File: config.mk
export PLATFORM = sky130hd
export DESIGN_NAME = counter_table_ctrl
export DESIGN_NICKNAME = d
export VERILOG_FILES = /design/src/rtl/counter_table_ctrl.sv
export SDC_FILE = /design/constraint.sdc
export NUM_CORES = 1
export LEC_CHECK = 0
export ABC_AREA = 1
export CORE_UTILIZATION = 35
export CTS_CLUSTER_DIAMETER = 150
export DETAILED_ROUTE_END_ITERATION = 10
export PLACE_DENSITY_LB_ADDON = 0.12
export SYNTH_ARGS = -nofsm -noshare
export SYNTH_HDL_FRONTEND = slang
export SYNTH_SLANG_ARGS = --single-unit
File: constraint.sdc
create_clock -name clk -period 1.4 [get_ports clk]
set_input_delay 0.14 -clock clk [delete_from_list [all_inputs] [get_ports clk]]
set_output_delay 0.14 -clock clk [all_outputs]
set_load 0.05 [all_outputs]
File: src/rtl/counter_table_ctrl.sv
// counter_table_ctrl: owns the single port of the 256x3 saturating-counter table and
// arbitrates clear sweeps, training read-modify-writes and prediction lookups.
`default_nettype none

module counter_table_ctrl #(
  parameter logic [2:0] CLR_VAL      = 3'd3,
  parameter bit         CLR_ON_RESET = 1'b1
) (
  input  logic       clk,
  input  logic       rst_n,
  input  logic       i_pred_valid,
  input  logic [7:0] i_pred_addr,
  output logic       o_pred_ready,
  output logic       o_pred_rsp_valid,
  output logic [2:0] o_pred_rsp_cnt,
  output logic       o_pred_rsp_taken,
  input  logic       i_upd_valid,
  input  logic [7:0] i_upd_addr,
  input  logic       i_upd_taken,
  output logic       o_upd_ready,
  input  logic       i_flush_req,
  output logic       o_flush_busy,
  output logic [7:0] o_tbl_addr,
  output logic       o_tbl_wen,
  output logic [2:0] o_tbl_din,
  input  logic [2:0] i_tbl_dout
);

  typedef enum logic [1:0] {
    S_IDLE   = 2'd0,
    S_UPD_WR = 2'd1,
    S_CLEAR  = 2'd2
  } state_t;

  state_t     r_state;
  state_t     w_state_nxt;
  logic [7:0] r_upd_addr;
  logic       r_upd_taken;
  logic [7:0] r_clr_idx;
  logic [7:0] w_clr_idx_nxt;
  logic       r_flush_pend;
  logic       w_flush_pend_nxt;
  logic       r_pred_rsp_valid;
  logic       w_upd_ready;
  logic       w_pred_ready;
  logic       w_flush_go;
  logic       w_wen;
  logic [7:0] w_addr;
  logic [2:0] w_din;
  logic [2:0] w_sat_inc;
  logic [2:0] w_sat_dec;

  assign w_flush_go   = (r_state == S_IDLE) && (i_flush_req || r_flush_pend);
  assign w_upd_ready  = (r_state == S_IDLE) && !i_flush_req && !r_flush_pend;
  assign w_pred_ready = w_upd_ready && !i_upd_valid;

  assign w_sat_inc = (i_tbl_dout == 3'd7) ? 3'd7 : i_tbl_dout + 3'd1;
  assign w_sat_dec = (i_tbl_dout == 3'd0) ? 3'd0 : i_tbl_dout - 3'd1;

  always_comb begin
    w_state_nxt      = r_state;
    w_clr_idx_nxt    = r_clr_idx;
    w_flush_pend_nxt = r_flush_pend;
    w_addr           = 8'd0;
    w_wen            = 1'b0;
    w_din            = 3'd0;
    case (r_state)
      S_IDLE: begin
        if (w_flush_go) begin
          w_state_nxt      = S_CLEAR;
          w_clr_idx_nxt    = 8'd0;
          w_flush_pend_nxt = 1'b0;
        end else if (i_upd_valid) begin
          w_state_nxt = S_UPD_WR;
          w_addr      = i_upd_addr;
        end else if (i_pred_valid) begin
          w_addr = i_pred_addr;
        end
      end
      S_UPD_WR: begin
        w_state_nxt = S_IDLE;
        w_addr      = r_upd_addr;
        w_wen       = 1'b1;
        w_din       = r_upd_taken ? w_sat_inc : w_sat_dec;
        if (i_flush_req) w_flush_pend_nxt = 1'b1;
      end
      S_CLEAR: begin
        w_addr        = r_clr_idx;
        w_wen         = 1'b1;
        w_din         = CLR_VAL;
        w_clr_idx_nxt = r_clr_idx + 8'd1;
        if (r_clr_idx == 8'd255) w_state_nxt = S_IDLE;
      end
      default: w_state_nxt = S_IDLE;
    endcase
  end

  always_ff @(posedge clk or negedge rst_n) begin
    if (!rst_n) begin
      r_state          <= CLR_ON_RESET ? S_CLEAR : S_IDLE;
      r_upd_addr       <= 8'd0;
      r_upd_taken      <= 1'b0;
      r_clr_idx        <= 8'd0;
      r_flush_pend     <= 1'b0;
      r_pred_rsp_valid <= 1'b0;
    end else begin
      r_state          <= w_state_nxt;
      r_clr_idx        <= w_clr_idx_nxt;
      r_flush_pend     <= w_flush_pend_nxt;
      r_pred_rsp_valid <= w_pred_ready && i_pred_valid;
      if (w_upd_ready && i_upd_valid) begin
        r_upd_addr  <= i_upd_addr;
        r_upd_taken <= i_upd_taken;
      end
    end
  end

  // Write enable is gated by reset so an aborted sweep or update never commits a write.
  assign o_tbl_wen        = w_wen && rst_n;
  assign o_tbl_addr       = w_addr;
  assign o_tbl_din        = w_din;
  assign o_upd_ready      = w_upd_ready;
  assign o_pred_ready     = w_pred_ready;
  assign o_flush_busy     = (r_state == S_CLEAR) || r_flush_pend;
  assign o_pred_rsp_valid = r_pred_rsp_valid;
  assign o_pred_rsp_cnt   = r_pred_rsp_valid ? i_tbl_dout : 3'd0;
  assign o_pred_rsp_taken = r_pred_rsp_valid && i_tbl_dout[2];

endmodule

`default_nettype wire
==> metrics.yaml <==
detailed_routing:
  drt_first_iter_violations: 79
  drt.antenna.violating_nets: 0
  drc: 0
  viasPerCell: 5.19
  drt-pass1-iter-count: 4
  vias: 1869
  wirelength_mm: 5.19
  wl_per_cell_um: 14.4
sta:
  slew_headroom: 0.737
  hold_violations: 0
  setup_violations: 34
  drv_slew: 0
  min_period_ps: 1880
  clock.fmax_ghz: 0.533
  post-route-period-util: 1.34
  fin_hold_ws_ps: 356
  skew_ps: 4.01
  worst_pin_slew_ps: 392
  rsz0062_at_grt: "yes"
  finalWorstSetupSlack_ps: -476
logic_synthesis:
  syn_area_um2: 1610
  yosysUniqueCellTypes: 28
  ys_warn_count: 0
  synth-seq-area-share: 0.328
  synth_seq_cells: 21
  avgSynthCellArea_um2: 6.96
  synthesis.nets: 265
  synthCells: 231
setup_path:
  cp-start-kind: "register"
  crit_buf_inv: 3
  path_class: "reg -> out"
  r2r_setup_slack_ps: -260
  startpoint: "r_state[1]"
  r2r_end: "r_clr_idx[5]"
  crit_family: "flip-flops"
  max_stage_delay_ps: 560
  critPathSlowestCell: "dfstp_2"
  r2r-start: "r_state[1]"
  endpoint_kind: "primary output"
  cp_data_required_time_ps: 1260
  cp_common_cell: "buf_12"
  worstPathArrival_ps: 1740
  crit_path_cell_trace: "inv_2 -> ha_4 -> o21ai_4 -> buf_12 -> nand3_4 -> a21oi_4 -> buf_12"
  path_max_fanout: 5
  rr_worst_depth: 9
global_routing:
  grt_max_degree: 22
  grt_pass1_wl_mm: 8.49
  antenna_found_initial: 0
  grt_pass1_vias: 1812
  track_usage: 0.217
  overflow: 0
clock_tree:
  cts_hold_buf: 0
  insertion_delay_ps: 260
  cts_tree: "done"
  cts.clk_slew.worst_paths_ps: 70
  cts_buffers: 3
  clk_root_buffer_cell: "clkbuf_8"
  clock_path_buffers: 2
  cts-htree-levels: 1
  cts_num_sinks: 21
floorplan:
  start_util: 0.367
  fp.dieH_um: 69.8
  std_cell_rows: 24
  die_width_um: 69.8
  top_level_ports: 45
  coreArea_um2: 4380
  die_area_um2: 4870
placement:
  post-dp-hpwl_mm: 3.49
  port_buffers: 44
  gp_congestion: 0.813
finish:
  area_growth_pct: 89.1
  drive_gt1_frac: 0.406
  final_core_util: 0.693
  fillers: 348
  diodes: 0
  nets: 343
outcome:
  outcome: "finished, violations left"
  violations: "setup timing"
flow_run:
  drv_cap: 0
pwr:
  p_per_area_nw_per_um2: 397
  peakVddDrop_v: 0.000320
  leakage_nw: 1.37
worst_hold_path:
  hp-class: "in -> async"
-- Yosys cell counts, drive strengths merged --
| master | count | area (µm²) |
|---|---|---|
| nand2 | 62 | 245 |
| inv | 42 | 160 |
| nand3 | 23 | 115 |
| dfrtp | 20 | 500 |
| o21ai | 20 | 108 |
| a21oi | 13 | 68.8 |
| nor2 | 12 | 68.8 |
| buf | 10 | 87.6 |
| ha | 9 | 113 |
| o22ai | 9 | 56.3 |
| nand4 | 6 | 37.5 |
| clkinv | 1 | 3.75 |
| dfstp | 1 | 26.3 |
| nor3 | 1 | 5.00 |
| nor4 | 1 | 6.26 |
| or2 | 1 | 6.26 |
-- area by class of cell --
cell class              count  area (µm²)  area share
repair buffers             79        1010       0.331
multi-input cells         161        1210       0.398
inverters                  43         185      0.0609
well taps                  52        65.1      0.0214
clock buffers               4        45.0      0.0148
flip-flops and latches     21         528       0.174
-- flip-flops by register name, summed over array words and instances, names as in the netlist --
register,count
o_pred_rsp_valid,1
r_flush_pend,1
r_state,2
r_upd_addr,8
r_clr_idx,8
r_upd_taken,1
-- routing by layer --
| metal | wire length (µm) | vias up | global-route usage |
|---|---|---|---|
| li1 | - | 901 | - |
| met1 | 2320 | 902 | 0.286 |
| met2 | 2620 | 58 | 0.375 |
| met3 | 175 | 8 | 0.0189 |
| met4 | 81 | 0 | 0.0644 |
| met5 | 0 | - | 0 |
-- power breakdown --
part           switching, mW  leakage [nW]  internal (mW)
registers                  0         0.232          0.606
clock network          0.201        0.0228          0.203
logic                 0.0952          1.12          0.101
-- worst max path at each step --
| stage | end | slack, ps | cells after the start |
|---|---|---|---|
| final | o_tbl_addr[5] | -480 | 7 |
| after global routing | o_tbl_addr[6] | -540 | 7 |
| after CTS | o_tbl_addr[2] | -440 | 7 |
| after detailed placement | o_tbl_din[0] | -410 | 8 |
| after global placement | o_tbl_din[0] | -380 | 8 |
| after floorplan | o_tbl_addr[0] | -270 | 6 |
-- what timing repair did --
action                                  CTS  global route
resized for setup                        38            34
cloned                                    3             2
hold endpoints to repair                  0             0
pin swaps                                 9             8
endpoints found under the setup margin   33            34
buffers inserted                          4             6
-- metrics by stage --
stage / setup TNS, ps / power (mW) / cell area (µm²) / setup slack [ps] / std cells
2_1_floorplan: -2910 / 0.682 / 1810 / -269 / 231
3_3_place_gp: -4940 / 0.803 / 2650 / -382 / 343
3_5_place_dp: -5320 / 0.803 / 2650 / -414 / 343
4_1_cts: -6940 / 1.22 / 2840 / -443 / 353
5_1_grt: -10280 / 1.26 / 3040 / -535 / 360
6_report: -8100 / 1.21 / 3040 / -476 / 360
-- layout by cell type (no fill, tap or decap), types with 3 or more instances in the layout --
cell type	count
a21oi_4	13
buf_12	24
buf_4	20
buf_6	10
clkbuf_8	3
clkdlybuf4s50_1	22
dfrtp_1	19
ha_1	5
inv_1	33
inv_2	4
nand2_1	52
nand2_2	6
nand2_4	3
nand3_1	14
nand3_2	7
nand4_1	6
nor2_1	9
nor2_4	5
o21ai_0	3
o21ai_1	9
o21ai_2	7
o22ai_1	7
-- worst reg2reg max path: cells and delay by family, from the launching register on --
kind / cells / cell delay [ps]
DFF: 1 / 560
buffers and inverters: 4 / 460
AOI/OAI and AO/OA: 1 / 80
and+or+nand+nor: 3 / 290
adders and majority gates: 1 / 170
-- cell families after synthesis --
group | Yosys count | synth area share
AO/OA/AOI/OAI | 42 | 0.145
buffers and inverters | 53 | 0.156
AND/OR/NAND/NOR | 106 | 0.301
flip-flops | 21 | 0.328
adder cells (fa/ha/maj) | 9 | 0.0700
Power figures use the tool's default switching activity.
==> edit 1 (same settings) <==
`CLR_ON_RESET`: 1'b1 -> 1'b0.
--- a/src/rtl/counter_table_ctrl.sv
+++ b/src/rtl/counter_table_ctrl.sv
@@ -6,3 +6,3 @@
   parameter logic [2:0] CLR_VAL      = 3'd3,
-  parameter bit         CLR_ON_RESET = 1'b1
+  parameter bit         CLR_ON_RESET = 1'b0
 ) (
Formal check against the unedited RTL: not equivalent (Yosys sat finds a counterexample within 4 cycles, from zero or initial values and one cycle with rst_n low).
==> edit 1 against the unedited design <==
  * Area after synthesis about the same
  * The run still ends with negative setup slack left
  * Clock power increased by 4%
  * Largest cell class unchanged
  * Worst setup slack improved by 110 ps
  * Wire length decreased by 0.71%
  * Highest routed layer unchanged
  * Total power increased by 1.5%
  * Cell area decreased by 1.1%
  * Sequential cell count unchanged
==> edit 1: results (changes against the unedited design) <==
IR drop worst, VDD: 468 uV (+46%)
Seq/Total Area, Yosys: 32.7% (-0.052 points)
CTS resizes: 45 (+18%)
Synth cell count leaders: nand2_1, inv_1, nand3_1
Setup Viol. Count Final: 33 (-2.9%)
Largest fanout on the critical path: 10 (+5)
Sw Share: 25.9% (+1.3 points)
Cell count after placement: 342 (-0.29%)
Share of layout cells above drive strength 1: 40.3% (-0.32 points)
Final Routed Wirelength: 5160 um (-0.71%)
Setup Fix Bufs, Post-CTS: 7 (+3)
Setup TNS: -6300 ps (+1810 ps)
DP HPWL: 3490 um (about the same)
Status: finished with violations
First-pass GRT wire length: 8530 um (+0.48%)
GRT Total Usage: 22.1% (+0.39 points)
Synth area leaders: dfrtp_1, nand2_1, inv_1
Iter 0 DRT Violations: 100 (+27%)
GR Layer Usage met3: 1.74% (-0.15 points)
Sw Pwr: 0.317 mW (+7.0%)
Synthesis-to-layout area growth: 87.1%
CP max-delay cell: dfrtp_1
Arr. time, crit path: 1620 ps (-120 ps)
Pre-CTS WS: -384 ps (+29.8 ps)
Placer Congestion: 0.835 (+2.6%)
Clock-cell share: 1.54% (+0.058 points)
Failing checks: negative setup slack
Final Skew: 6.11 ps (+2.09 ps)
Reg2reg path depth: 10 (+1)
Met2 Use GR: 37.5% (+0.040 points)
WL met2: 2570 um (-2.0%)
Reg-to-Reg Start: r_state[0]
Multi-input gates: 160 (-0.62%)
LEAKAGE: 1.36 nW (-0.90%)
Fraction of standard cell area in multi-input logic: 38.8% (-1.0 points)
Final WS setup: -362 ps (+114 ps)
Reg clk slew, reported paths: 90 ps (+20 ps)
Netlist cell types: 27 (-3.6%)
Met1 Usage GRT: 30.1% (+1.5 points)
[edit 1: cell types whose count changed in the layout (fill, tap and decap cells not counted), sizes merged]
| cell | before | now |
|---|---|---|
| clkinv | 1 | 2 |
| inv | 41 | 42 |
| dfstp | 1 | 0 |
| dfrtp | 20 | 21 |
| buf | 54 | 55 |
| clkbuf | 5 | 3 |
| a21oi | 14 | 13 |
[edit 1: worst max-delay path by stage]
stage                              from       endpoint  depth (start not counted)  slack, ps
final                        r_state[1]  o_tbl_addr[2]                          7       -360
after global routing         r_state[1]  o_tbl_addr[2]                          7       -410
after global placement    i_tbl_dout[0]   o_tbl_din[0]                          8       -380
after CTS                    r_state[1]  o_tbl_addr[4]                          7       -340
after detailed placement  i_tbl_dout[0]   o_tbl_din[0]                          8       -380
after floorplan              r_state[0]  o_tbl_addr[0]                          8       -200
[edit 1: kinds of logic after synthesis]
group	share of synthesized area [%]
DFF	32.7
and+or+nand+nor	30.1
buffers and inverters	15.7
adders and majority gates	7.01
AOI/OAI and AO/OA	14.5
==> edit 2 (same flow settings) <==
Made on the original files. Reset style: synchronous (`rst_n`), changed in one clocked block.
--- a/src/rtl/counter_table_ctrl.sv
+++ b/src/rtl/counter_table_ctrl.sv
@@ -97,3 +97,3 @@
 
-  always_ff @(posedge clk or negedge rst_n) begin
+  always_ff @(posedge clk) begin
     if (!rst_n) begin
Function: differs if rst_n is asserted again (counterexample within 4 cycles, from zero or initial values and one cycle with rst_n low); with rst_n held inactive, the same outputs for 10 cycles.
==> edit 2 against the unedited design <==
  * The run still ends with negative setup slack left
  * Global-route usage up 1.9 points
  * Worst setup slack improved by 47 ps
  * Wire length down 1.1%
  * Via count shrank 1.2%
  * Count of clock-buffer cells in the layout shrank 1
  * Die area decreased by 12%
  * Sequential cell count stayed put
  * Fmax up 2.6%
  * Synthesized cell count is 0.43% lower
  * Hold slack gained 110 ps
  * Area after synthesis fell by 13%
  * Cell area up 0.82%
Power is not compared: it rests on default switching activity, and its combinational part moved more than twofold at a synthesized area within 25%.
==> edit 2: results (changes against the unedited design) <==
Via count: 1847 (-1.2%)
DR WL/cell: 13.9 um (-3.5%)
Vias in the first global route: 1677 (-7.5%)
Failing checks: negative setup slack
Mux share of post-synthesis cell area: 0% (unchanged)
Cell count after placement: 346 (+0.87%)
Seq/Total Area, Yosys: 29.9% (-2.8 points)
Yosys warnings: 0 (unchanged)
Synth area leaders: dfxtp_1, nand2_1, inv_1
CP max stage delay: 360 ps (-200 ps)
Reg2reg path depth: 11 (+2)
Synth cell count leaders: nand2_1, inv_1, a21oi_1
Skew-Pair Late Insertion Delay: 270 ps
Slew margin rel.: 60.2% (-13 points)
Final WS setup: -428 ps (+47.4 ps)
Setup Viol. Count Final: 30 (-12%)
Gate Count Post-Synth: 230 (-0.43%)
Diode count: 0 (unchanged)
Final Skew: 1.82 ps (-2.19 ps)
Adder-Cell Fraction of Synth Area: 8.01% (+1.0 points)
Share of layout cells above drive strength 1: 48.3% (+7.7 points)
GRT Total Usage: 23.6% (+1.9 points)
Htree depth: 1 (unchanged)
Post-synth ARST share: 0% (-100 points)
CP max-delay cell: dfxtp_2
Delay-heaviest family, CP: buffers and inverters
Compound-Gate Fraction of Synth Area: 14.9% (+0.40 points)
Port-buffer cells: 44 (unchanged)
Placed instance area: 2520 um2 (-4.8%)
Worst Setup SP: r_state[1]
Syn_nets: 264 (-0.38%)
DP HPWL: 3390 um (-3.0%)
IR drop worst, VDD: 588 uV
Hold Slack: 465 ps (+109 ps)
Status: finished with violations
Top Registers: r_clr_idx: 8 flops, r_upd_addr: 8 flops, r_state: 2 flops
CTS buffer count: 3 (unchanged)
Netlist cell types: 25 (-11%)
Most common flop cell mapped by yosys: dfxtp_1
First-pass GRT wire length: 7720 um (-9.0%)
Clock Path Buffers: 2 (unchanged)
R2R setup slack: -330 ps (-70 ps)
Placer Congestion: 0.855 (+5.2%)
Nets: 356 (+3.8%)
Non-Filler Instances: 369 (+2.5%)
Iter 0 DRT Violations: 62 (-22%)
Arr. time, crit path: 1690 ps (-50 ps)
Hold crit path type: input port to register
Max-cap violations: 0 (unchanged)
CTS Root Cell: clkbuf_8
DRT Pass-1 Iters: 4 (unchanged)
Setup TNS: -5810 ps (+2290 ps)
LEAKAGE: 1.27 nW
Worst R2R End: r_upd_addr[5]
Pin count of the biggest net entering global routing: 15 (-32%)
## edit 2: cell types whose count changed after synthesis, sizes merged, moves of 5 or more
cell / unedited run / this run
o22ai: 9 / 0
buf: 10 / 4
nand2: 62 / 76
dfrtp: 20 / 0
dfxtp: 0 / 21
o21ai: 20 / 11
a21oi: 13 / 24
nand3: 23 / 18
## edit 2: final cells by class
| class | count | area, um2 |
|---|---|---|
| fillers | 214 | 678 |
| repair buffers | 93 | 1080 |
| clock buffers | 3 | 41.3 |
| clock inverters | 1 | 5.00 |
| well taps | 48 | 60.1 |
| flip-flops and latches | 21 | 424 |
| inverters | 40 | 173 |
| multi-input cells | 163 | 1280 |
## edit 2: routing by layer
layer | GRT usage, % | vias up | wire [um]
met2 | 41.6 | 55 | 2670
met3 | 3.13 | 10 | 214
li1 | - | 909 | -
met5 | 0 | - | 0
met1 | 29.7 | 873 | 2170
met4 | 6.52 | 0 | 87
## edit 2: kinds of logic (layout without fill, tap and decap cells)
kind of cell / count (synthesis) / after routing
simple gates: 115 / 115
buf+inv: 46 / 137
compound gates: 39 / 39
flops: 21 / 21
fa+ha+maj: 9 / 9
## edit 2: worst max path at each step
stage	end	slack, ps
after CTS	o_tbl_addr[4]	-410
after global placement	o_tbl_din[0]	-390
final	o_tbl_addr[0]	-430
after detailed placement	o_tbl_din[0]	-430
after floorplan	o_tbl_addr[3]	-310
after global routing	o_tbl_addr[5]	-510
## edit 2: repair_timing
| item | 4_1_cts | 5_1_grt |
|---|---|---|
| endpoints found under the setup margin | 21 | 33 |
| setup buffers | 22 | 6 |
| gates resized for setup | 54 | 45 |
| pin swaps | 19 | 20 |
## edit 2: per-stage QoR
step,utilization [%],setup slack [ps]
2_1_floorplan,-,-309
3_3_place_gp,67.3,-392
3_5_place_dp,67.3,-434
4_1_cts,76.5,-407
5_1_grt,81.9,-508
6_report,81.9,-428
## edit 2: worst min-delay path: stages
cell,delay (ps)
clkdlybuf4s50_1,420
nand2_1,80
a21oi_1,50
## edit 2: power by group
part | switching (mW) | internal (mW)
Combinational | 0.544 | 0.489
Sequential | 0.0261 | 0.624
Clock | 0.217 | 0.199
Total | 0.787 | 1.31
